`src/rtl/cmul_pkg.sv`:
```
// Shared types and constants for the complex-multiply sequencer.
package cmul_pkg;

    typedef enum logic [1:0] {
        ST_IDLE = 2'd0,
        ST_REQ  = 2'd1,
        ST_GAP  = 2'd2,
        ST_FIN  = 2'd3
    } hs_state_e;

    localparam logic [1:0] IDX_RR = 2'd0;
    localparam logic [1:0] IDX_II = 2'd1;
    localparam logic [1:0] IDX_RI = 2'd2;
    localparam logic [1:0] IDX_IR = 2'd3;

    localparam int FP_SIGN_W = 1;
    localparam int FP_EXP_W  = 8;
    localparam int FP_MAN_W  = 23;
    localparam int FP_W      = FP_SIGN_W + FP_EXP_W + FP_MAN_W;

endpackage

```
`src/rtl/cmul_hs_port.sv`:
```
// Handshake engine for one multiplier request at a time: mul_str level, GAP spacing,
// and a REQ watchdog that exists only when CMUL_SEQUENCER_TIMEOUT_EN is defined.
module cmul_hs_port
    import cmul_pkg::*;
#(
    parameter int GAP_CYCLES     = 4,
    parameter int TIMEOUT_CYCLES = 64
) (
    input  logic       clk,
    input  logic       rst_n,
    input  logic       go,
    input  logic       last,
    input  logic       mul_done,
    output logic       mul_str,
    output logic       capture,
    output logic       advance,
    output logic       timeout,
    output logic       finish,
    output logic [1:0] state
);

    localparam int              GAP_W    = (GAP_CYCLES > 1) ? $clog2(GAP_CYCLES) : 1;
    localparam logic [GAP_W-1:0] GAP_LAST = GAP_W'(GAP_CYCLES - 1);

    hs_state_e        state_q, state_d;
    logic [GAP_W-1:0] gap_cnt_q, gap_cnt_d;
    logic             mul_str_q, mul_str_d;

`ifdef CMUL_SEQUENCER_TIMEOUT_EN
    localparam int              WD_W    = (TIMEOUT_CYCLES > 1) ? $clog2(TIMEOUT_CYCLES) : 1;
    localparam logic [WD_W-1:0] WD_LAST = WD_W'(TIMEOUT_CYCLES - 1);

    logic [WD_W-1:0] wd_cnt_q, wd_cnt_d;

    // Counts consecutive REQ cycles; restarts on every fresh entry into REQ.
    always_comb begin
        wd_cnt_d = '0;
        if (state_q == ST_REQ && state_d == ST_REQ) begin
            wd_cnt_d = wd_cnt_q + WD_W'(1);
        end
    end

    always_ff @(posedge clk) begin
        if (!rst_n) begin
            wd_cnt_q <= '0;
        end else begin
            wd_cnt_q <= wd_cnt_d;
        end
    end
`endif

    always_comb begin
        state_d   = state_q;
        gap_cnt_d = gap_cnt_q;
        capture   = 1'b0;
        advance   = 1'b0;
        timeout   = 1'b0;
        finish    = (state_q == ST_FIN);
        case (state_q)
            ST_IDLE: begin
                if (go) begin
                    state_d = ST_REQ;
                end
            end
            ST_REQ: begin
                if (mul_done) begin
                    capture   = 1'b1;
                    gap_cnt_d = '0;
                    state_d   = ST_GAP;
                end
`ifdef CMUL_SEQUENCER_TIMEOUT_EN
                else if (wd_cnt_q == WD_LAST) begin
                    timeout = 1'b1;
                    state_d = ST_FIN;
                end
`endif
            end
            ST_GAP: begin
                if (gap_cnt_q == GAP_LAST) begin
                    if (last) begin
                        state_d = ST_FIN;
                    end else begin
                        state_d = ST_REQ;
                        advance = 1'b1;
                    end
                end else begin
                    gap_cnt_d = gap_cnt_q + GAP_W'(1);
                end
            end
            ST_FIN:  state_d = ST_IDLE;
            default: state_d = ST_IDLE;
        endcase
    end

    // Registered from the next state so the strobe is glitch-free and exactly tracks REQ.
    always_comb mul_str_d = (state_d == ST_REQ);

    always_ff @(posedge clk) begin
        if (!rst_n) begin
            state_q   <= ST_IDLE;
            gap_cnt_q <= '0;
            mul_str_q <= 1'b0;
        end else begin
            state_q   <= state_d;
            gap_cnt_q <= gap_cnt_d;
            mul_str_q <= mul_str_d;
        end
    end

    assign mul_str = mul_str_q;
    assign state   = state_q;

endmodule

```
`src/rtl/cmul_sequencer.sv`:
```
// Sequences the four real products of a complex multiply through one shared FP multiplier.
// Optional REQ watchdog is enabled by defining CMUL_SEQUENCER_TIMEOUT_EN.
module cmul_sequencer
    import cmul_pkg::*;
#(
    parameter int GAP_CYCLES     = 4,
    parameter int TIMEOUT_CYCLES = 64
) (
    input  logic            clk,
    input  logic            rst_n,
    input  logic            start,
    output logic            busy,
    output logic            done,
    input  logic [FP_W-1:0] a_re,
    input  logic [FP_W-1:0] a_im,
    input  logic [FP_W-1:0] w_re,
    input  logic [FP_W-1:0] w_im,
    output logic [FP_W-1:0] p_rr,
    output logic [FP_W-1:0] p_ii,
    output logic [FP_W-1:0] p_ri,
    output logic [FP_W-1:0] p_ir,
    output logic            err,
    output logic            mul_str,
    output logic [FP_W-1:0] mul_a,
    output logic [FP_W-1:0] mul_b,
    input  logic [FP_W-1:0] mul_result,
    input  logic            mul_done,
    input  logic            mul_error
);

    logic [FP_W-1:0] a_re_q, a_re_d, a_im_q, a_im_d;
    logic [FP_W-1:0] w_re_q, w_re_d, w_im_q, w_im_d;
    logic [FP_W-1:0] p_q [4];
    logic [FP_W-1:0] p_d [4];
    logic [1:0]      idx_q, idx_d;
    logic            err_q, err_d, busy_q, busy_d, done_q, done_d;

    logic [1:0] hs_state;
    logic       accept, capture, advance, timeout, finish;

    // Only IDLE accepts start, which is what makes start a no-op while busy.
    assign accept = start && (hs_state == ST_IDLE);

    cmul_hs_port #(
        .GAP_CYCLES     (GAP_CYCLES),
        .TIMEOUT_CYCLES (TIMEOUT_CYCLES)
    ) u_hs_port (
        .clk      (clk),
        .rst_n    (rst_n),
        .go       (accept),
        .last     (idx_q == IDX_IR),
        .mul_done (mul_done),
        .mul_str  (mul_str),
        .capture  (capture),
        .advance  (advance),
        .timeout  (timeout),
        .finish   (finish),
        .state    (hs_state)
    );

    always_comb begin
        a_re_d = a_re_q;
        a_im_d = a_im_q;
        w_re_d = w_re_q;
        w_im_d = w_im_q;
        p_d    = p_q;
        idx_d  = idx_q;
        err_d  = err_q;
        busy_d = busy_q;
        done_d = 1'b0;
        if (accept) begin
            a_re_d = a_re;
            a_im_d = a_im;
            w_re_d = w_re;
            w_im_d = w_im;
            for (int i = 0; i < 4; i++) begin
                p_d[i] = '0;
            end
            idx_d  = IDX_RR;
            err_d  = 1'b0;
            busy_d = 1'b1;
        end
        if (capture) begin
            p_d[idx_q] = mul_result;
            err_d      = err_q | mul_error;
        end
        if (timeout) begin
            err_d = 1'b1;
        end
        if (advance) begin
            idx_d = idx_q + 2'd1;
        end
        if (finish) begin
            busy_d = 1'b0;
            done_d = 1'b1;
        end
    end

    // Operand pair for each product index, in p_rr, p_ii, p_ri, p_ir order.
    always_comb begin
        mul_a = a_re_q;
        mul_b = w_re_q;
        case (idx_q)
            IDX_II: begin mul_a = a_im_q; mul_b = w_im_q; end
            IDX_RI: begin mul_a = a_re_q; mul_b = w_im_q; end
            IDX_IR: begin mul_a = a_im_q; mul_b = w_re_q; end
            default: begin mul_a = a_re_q; mul_b = w_re_q; end
        endcase
    end

    always_ff @(posedge clk) begin
        if (!rst_n) begin
            a_re_q <= '0;
            a_im_q <= '0;
            w_re_q <= '0;
            w_im_q <= '0;
            for (int i = 0; i < 4; i++) begin
                p_q[i] <= '0;
            end
            idx_q  <= '0;
            err_q  <= 1'b0;
            busy_q <= 1'b0;
            done_q <= 1'b0;
        end else begin
            a_re_q <= a_re_d;
            a_im_q <= a_im_d;
            w_re_q <= w_re_d;
            w_im_q <= w_im_d;
            p_q    <= p_d;
            idx_q  <= idx_d;
            err_q  <= err_d;
            busy_q <= busy_d;
            done_q <= done_d;
        end
    end

    assign p_rr = p_q[IDX_RR];
    assign p_ii = p_q[IDX_II];
    assign p_ri = p_q[IDX_RI];
    assign p_ir = p_q[IDX_IR];
    assign err  = err_q;
    assign busy = busy_q;
    assign done = done_q;

endmodule

```
`config.mk`:
```
export PLATFORM = sky130hd
export DESIGN_NAME = cmul_sequencer
export DESIGN_NICKNAME = d
export VERILOG_FILES = /design/src/rtl/cmul_pkg.sv /design/src/rtl/cmul_hs_port.sv /design/src/rtl/cmul_sequencer.sv
export SDC_FILE = /design/constraint.sdc
export NUM_CORES = 1
export LEC_CHECK = 0
export CORE_ASPECT_RATIO = 0.8
export CORE_UTILIZATION = 28
export DETAILED_ROUTE_END_ITERATION = 8
export DONT_BUFFER_PORTS = 1
export GPL_ROUTABILITY_DRIVEN = 0
export HOLD_SLACK_MARGIN = 0.15
export SYNTH_ARGS = -nofsm -noshare
export SYNTH_HDL_FRONTEND = slang
export SYNTH_SLANG_ARGS = --single-unit
```
`constraint.sdc`:
```
create_clock -name clk -period 1.7 [get_ports clk]
set_input_delay 0.17 -clock clk [delete_from_list [all_inputs] [get_ports clk]]
set_output_delay 0.17 -clock clk [all_outputs]
set_load 0.01 [all_outputs]
```
==> summary.txt, run 1 <==
Drt
  – DR vias: 9680
  – Post-route DRC: 0
  – Routed Antenna Nets: 0
  – Routed len/inst: 18.9 µm
  – Drt pass-1 iters: 5
  – Vias per cell: 5.01
  – Final WL: 36.6 mm
  – DR iter-0 viols: 863

Final layout
  – Area growth, synth to finish: 51.2%
  – Area of the multi-input gates: 0.00468 mm²
  – Share of layout cells above drive strength 1: 11.0%
  – Reg area: 0.00533 mm²
  – Nets: 1609
  – Filler cells: 3219

Timing
  – Max Clk Rate: 479 MHz
  – Fin Hold WS: -0.188 ns
  – Worst Slack Setup Final: -0.387 ns
  – Tmin final: 2.09 ns
  – Fin crit share: 123%
  – Final setup TNS: -22.35 ns
  – Pins Over Slew Limit: 0
  – Clk_skew: 0.00663 ns
  – RSZ-0062 raised after global routing: yes
  – Slew @ Worst Pin: 0.940 ns
  – Setup-failing EPs final: 64
  – Slew headroom: 37.3%
  – Fin. Hold Viols: 40

Setup path
  – Worst endpoint required time: 1.53 ns
  – CP peak stage delay: 0.38 ns
  – RR Endpoint: idx_q[1]
  – Startpoint Class: flop
  – CP endpoint kind: output pin
  – Slowest stage cell, crit path: dfxtp_4
  – Worst setup startpoint: idx_q[1]
  – Critical Path, Cell by Cell: inv_4, ha_4, nor2_4, buf_6, buf_12, mux2_4
  – Critical Path End: mul_a[18]
  – Reg-to-Reg Start: idx_q[0]
  – R2R depth: 9
  – Largest fanout on the critical path: 8
  – CP arrival: 1.92 ns
  – FF-to-FF setup slack: 0.07 ns
  – WS Path Type: reg2out

Status
  – Failing checks: negative hold slack, negative setup slack
  – Status: finished, violations left

Yosys
  – Synth Net Count: 1321
  – Netlist cell types: 27
  – Post-synth top cells: nand2_1 (428), dfxtp_1 (266), o22ai_1 (130), a21boi_0 (129), mux2_2 (65)
  – Mux contribution to synthesized area: 7.21%
  – Most common cell in the netlist: nand2_1
  – Synth top area share: 52.5%
  – Largest family of logic cells by synthesized area: compound AO/OA/AOI/OAI gates
  – Synth top area cells: dfxtp_1 (52%), nand2_1 (16%), a21boi_0 (9.5%)
  – FF+latch count, synth: 266
  – Synth Area in Adders: 0.617%
  – Leading area contributor after synthesis: dfxtp_1
  – Post-synthesis compound-gate area fraction: 18.2%
  – Cell count after synthesis: 1151
  – Synth Area in Simple Gates: 17.2%
  – Xor and xnor area share after synthesis: 0%
  – Dominant synthesized flop cell: dfxtp_1
  – Cell Area, Synth: 0.0101 mm²
  – Avg Inst Size Synth: 8.82 µm²
  – Seq/Total Area, Yosys: 52.5%
  – Synth warn: 0
  – EDFF count, synth: 0
  – Async SR Flop Fraction: 0%

Pwr
  – Clock share of power: 42.6%
  – Combinational Power Share: 11.0%
  – Net Sw Power: 0.00354 W
  – Net Sw Frac: 24.7%
  – P_leak: 5.37 nW
  – Final Power: 0.0143 W
  – Peak supply drop: 0.664 mV
  – Internal: 0.0108 W
  – Power Density: 935 mW/mm²
  – Part of the power in registers: 46.4%

Clock tree
  – CTS H-tree lvls: 1
  – Clk sinks: 266
  – CTS tree: built
  – CTS root buf: clkbuf_16
  – Cts hold-fix bufs: 314
  – CTS Buffer Depth: 3
  – Total clock buffers created by CTS: 27
  – Clock slew at reported path FFs: 0.07 ns
  – Worst-Skew Late Latency: 0.54 ns

GRT
  – Met2 Track Usage GR: 31.1%
  – Met1 Use GR: 22.5%
  – Largest net degree at the start of global routing: 300
  – First-pass GRT wire length: 54.8 mm
  – GR peak layer: met2
  – Tot GR Track Use: 18.6%
  – Vias in the first global route: 9881
  – Met3 Resource Use GR: 5.35%
  – GRT overflow: 0
  – Initial antenna violation count: 1

Job
  – Max-cap violations: 0

Floorplan
  – Std-Cell Core Area: 0.0352 mm²
  – Die Width: 215 µm
  – Die Area: 0.0370 mm²
  – Top Ports: 361
  – Starting Density: 28.8%
  – Row count: 61
  – Vert. Die Dim: 172 µm

Placed design
  – Port bufs: 0
  – DP Worst Slack: 0.0327 ns
  – Estimated wirelength of the detail-placed design: 19.7 mm

Hold path
  – Type of the worst min-delay path: in2reg
power groups by stage:
| stage | clock, W | sequential [W] | combinational (W) |
|---|---|---|---|
| final | 0.00610 | 0.00666 | 0.00158 |
| after global routing | 0.00647 | 0.00668 | 0.00170 |
| after CTS | 0.00624 | 0.00665 | 0.00155 |
| after detailed placement | 0 | 0.00678 | 0.00113 |
| after global placement | 0 | 0.00679 | 0.00109 |
| after floorplan | 0 | 0.00672 | 0.000870 |
cell type report:
cell class              count  share of cell area (%)
diodes                      1                  0.0163
clock buffers              35                    4.86
clock inverters            13                   0.938
inverters                   2                  0.0815
multi-input cells         786                    30.5
flip-flops and latches    266                    34.8
well taps                 472                    3.85
repair buffers            356                    25.0
what timing repair did:
item                                    CTS  global route
hold endpoints to repair                266           136
gates cloned                              5             2
pin swaps                                 2             1
endpoints found under the setup margin   64            64
resized for setup                        82             3
buffers inserted                          8             2
registers in the layout (all words and copies together), names as in the netlist:
| signal | flops |
|---|---|
| a_im_q | 32 |
| a_re_q | 32 |
| p_ii | 32 |
| p_ir | 32 |
| p_ri | 32 |
| p_rr | 32 |
| w_im_q | 32 |
| w_re_q | 32 |
| idx_q | 2 |
| u_hs_port.gap_cnt_q | 2 |
| u_hs_port.state | 2 |
| busy | 1 |
| done | 1 |
| err | 1 |
| u_hs_port.mul_str | 1 |
cell families after synthesis:
family	count (synthesis)
DFF	266
muxes	65
buffers and inverters	99
and+or+nand+nor	447
adders and majority gates	5
AOI/OAI and AO/OA	269
per-layer routing:
metal / routed length, µm / up-vias
met3: 2870 / 92
met5: 0 / -
met1: 15200 / 4674
met2: 17200 / 425
met4: 1240 / 0
li1: - / 4489
cells in the final DEF (no fill, tap or decap):
master / synthesis / routed
or3b_4: 0 / 1
buf_16: 0 / 4
buf_6: 1 / 2
clkbuf_1: 53 / 4
dfxtp_1: 266 / 264
clkbuf_8: 0 / 4
nand2_1: 428 / 428
inv_4: 0 / 2
nand4b_1: 5 / 5
nor2_1: 2 / 1
bufinv_16: 0 / 3
ha_1: 5 / 2
dlygate4sd3_1: 0 / 314
clkinv_2: 0 / 9
ha_4: 0 / 3
clkbuf_16: 0 / 29
nor2b_1: 3 / 3
o21ai_0: 4 / 4
a21boi_1: 1 / 1
nand3b_1: 1 / 1
nor3_1: 1 / 1
a211oi_1: 2 / 2
and3_1: 1 / 1
buf_4: 0 / 14
o22ai_1: 130 / 130
nor3b_4: 0 / 1
buf_12: 0 / 20
o211a_1: 2 / 2
nand4bb_1: 1 / 1
nor2_4: 0 / 1
diode_2: 0 / 1
mux2_4: 0 / 64
nand2b_1: 2 / 2
mux2_2: 65 / 1
inv_6: 0 / 1
a21boi_0: 129 / 129
a21oi_1: 1 / 1
and2_1: 1 / 1
dfxtp_4: 0 / 2
worst min-delay path by stage:
stage / startpoint / to / slack [ns] / cells past startpoint
floorplan: w_re[26] / w_re_q[26] / 0.30 / 2
detailed placement: a_re[14] / a_re_q[14] / 0.32 / 2
global route: rst_n / a_re_q[7] / -0.23 / 1
finish: a_im[5] / a_im_q[5] / -0.19 / 2
global placement: a_re[0] / a_re_q[0] / 0.32 / 2
CTS: rst_n / busy / -0.23 / 1
metrics by stage:
stage	hold slack [ns]	instances	util [%]	instance area (µm²)
after floorplan	0.305	1151	-	10100
after global placement	0.317	1552	30.5	10700
after detailed placement	0.323	1552	30.5	10700
after CTS	-0.227	1927	43.5	15300
after global routing	-0.226	1931	43.6	15300
final	-0.188	1931	43.6	15300
critical path, delay by kind of cell (launching register included):
family,cells,cell delay [ns]
muxes,1,0.33
adders and majority gates,1,0.16
buffers and inverters,3,0.36
and+or+nand+nor,1,0.12
DFF,1,0.38
Power figures use the tool's default switching activity.
==> run 2: changes to the inputs <==
Settings changed: CAP_MARGIN from default to 20.
==> results of run 2 <==
The final DEF is identical to that of run 1; final timing and power are the same.
==> run 3: changes to the inputs <==
Settings changed: CELL_PAD_IN_SITES_DETAIL_PLACEMENT from default to 0, CELL_PAD_IN_SITES_GLOBAL_PLACEMENT from default to 1, CTS_BUF_LIST from default to sky130_fd_sc_hd__clkbuf_2 sky130_fd_sc_hd__clkbuf_4 sky130_fd_sc_hd__clkbuf_8, PLACE_DENSITY_LB_ADDON from default to 0.1.
==> summary.txt, run 3 (synthesis gave the netlist of run 1 again) <==
Status
  – Status: finished, violations left
  – Failing checks: negative hold slack, negative setup slack

Floorplan
  – Std-Cell Core Area: 0.0352 mm²
  – Row count: 61
  – Starting Density: 28.8%
  – Vert. Die Dim: 172 µm
  – Die Width: 215 µm
  – Top Ports: 361
  – Die Area: 0.0370 mm²

Drt
  – DR vias: 9512
  – Vias per cell: 4.81
  – DR iter-0 viols: 493
  – Routed len/inst: 18.7 µm
  – Final WL: 37.0 mm
  – Drt pass-1 iters: 5
  – Routed Antenna Nets: 0
  – Post-route DRC: 0

Timing
  – Fin crit share: 123%
  – Fin Hold WS: -0.200 ns
  – Worst Slack Setup Final: -0.386 ns
  – Slew @ Worst Pin: 1.03 ns
  – Fin. Hold Viols: 30
  – Pins Over Slew Limit: 0
  – RSZ-0062 raised after global routing: yes
  – Clk_skew: 0.0199 ns
  – Slew headroom: 31.5%
  – Setup-failing EPs final: 64
  – Max Clk Rate: 479 MHz
  – Tmin final: 2.09 ns

Clock tree
  – Clock slew at reported path FFs: 0.06 ns
  – Worst-Skew Late Latency: 0.56 ns
  – CTS root buf: clkbuf_8
  – Clk sinks: 266
  – CTS H-tree lvls: 2
  – Total clock buffers created by CTS: 47
  – CTS Buffer Depth: 3
  – CTS tree: built

GRT
  – Largest net degree at the start of global routing: 300
  – Initial antenna violation count: 1
  – Tot GR Track Use: 19.4%
  – First-pass GRT wire length: 56.5 mm
  – Vias in the first global route: 9717
  – GRT overflow: 0

Final layout
  – Most common cell after layout, fill and taps aside: nand2_1
  – Share of layout cells above drive strength 1: 13.4%
  – Nets: 1643
  – Area growth, synth to finish: 51.8%
  – Leading cell types in the layout, fill and taps excluded: nand2_1 (428), dlygate4sd3_1 (328), dfxtp_1 (263), o22ai_1 (130), a21boi_0 (128)
  – Non-filler cells, final: 1978

Placed design
  – Estimated wirelength of the detail-placed design: 22.0 mm
  – DP Worst Slack: 0.0777 ns
  – Port bufs: 0
  – Post-Place Cells: 1558

Pwr
  – Part of the power in registers: 46.2%
  – Final Power: 0.0144 W
  – Clock share of power: 42.9%
  – Combinational Power Share: 10.9%
  – Peak supply drop: 0.662 mV
  – Power Density: 938 mW/mm²
  – Net Sw Frac: 25.2%
  – Net Sw Power: 0.00364 W
  – Internal: 0.0108 W
  – P_leak: 5.44 nW

Setup path
  – Startpoint Class: flop
  – Largest fanout on the critical path: 17
  – WS Path Type: reg2out
  – CP endpoint kind: output pin
  – Worst endpoint required time: 1.53 ns
  – CP arrival: 1.92 ns

Job
  – Max-cap violations: 0

Hold path
  – Type of the worst min-delay path: in2reg
[run 3: cell type report]
cell class / instances / area (µm²)
clock buffers: 76 / 915
inverters: 2 / 12.5
flip-flops and latches: 266 / 5340
fillers: 3475 / 19800
multi-input cells: 786 / 4640
diodes: 1 / 2.50
repair buffers: 370 / 3850
well taps: 472 / 591
clock inverters: 5 / 52.6
[run 3: per-layer routing]
metal | vias to the layer above | wire length (µm) | GRT usage [%]
met4 | 0 | 928 | 6.99
li1 | 4564 | - | -
met3 | 63 | 2660 | 5.66
met1 | 4596 | 16000 | 24.7
met2 | 289 | 17300 | 31.2
met5 | - | 0 | 0
[run 3: power by group through the flow]
stage | Combinational (W) | Clock [W] | Sequential [W]
detailed placement | 0.00113 | 0 | 0.00681
CTS | 0.00158 | 0.00644 | 0.00667
floorplan | 0.000870 | 0 | 0.00672
finish | 0.00157 | 0.00620 | 0.00667
global route | 0.00172 | 0.00673 | 0.00670
global placement | 0.00111 | 0 | 0.00682
[run 3: path summary, 6_finish.rpt]
kind | from | to | slack [ns] | cells past startpoint
min reg2reg | w_im_q[7] | w_im_q[7] | 0.46 | 2
max reg2reg | u_hs_port.gap_cnt_q[0] | u_hs_port.gap_cnt_q[1] | 0.04 | 5
max | idx_q[0] | mul_b[25] | -0.39 | 4
min | rst_n | a_re_q[27] | -0.20 | 1
[run 3: worst max-delay path, stage by stage (launching register included)]
cell and delay [ns]:
dfxtp_4 0.40, inv_4 0.05, ha_4 0.33, buf_12 0.18, mux2_2 0.39
[run 3: repair_timing]
| action | CTS | global route |
|---|---|---|
| hold endpoints to repair | 266 | 135 |
| setup buffers | 9 | 1 |
| gates resized for setup | 70 | 12 |
| gates cloned | 4 | 0 |
| hold buffers | 327 | 1 |
| pin swaps | 3 | 3 |
| setup endpoints to repair | 64 | 65 |
[run 3: stage by stage]
step                hold slack, ns  area (µm²)  setup TNS (ns)  utilization [%]
floorplan                    0.305       10100           -3.17                -
global placement             0.315       10700               0             30.5
detailed placement           0.323       10700               0             30.5
CTS                         -0.266       15400          -26.92             43.8
global route                -0.240       15400          -28.80             43.8
finish                      -0.200       15400          -22.89             43.8
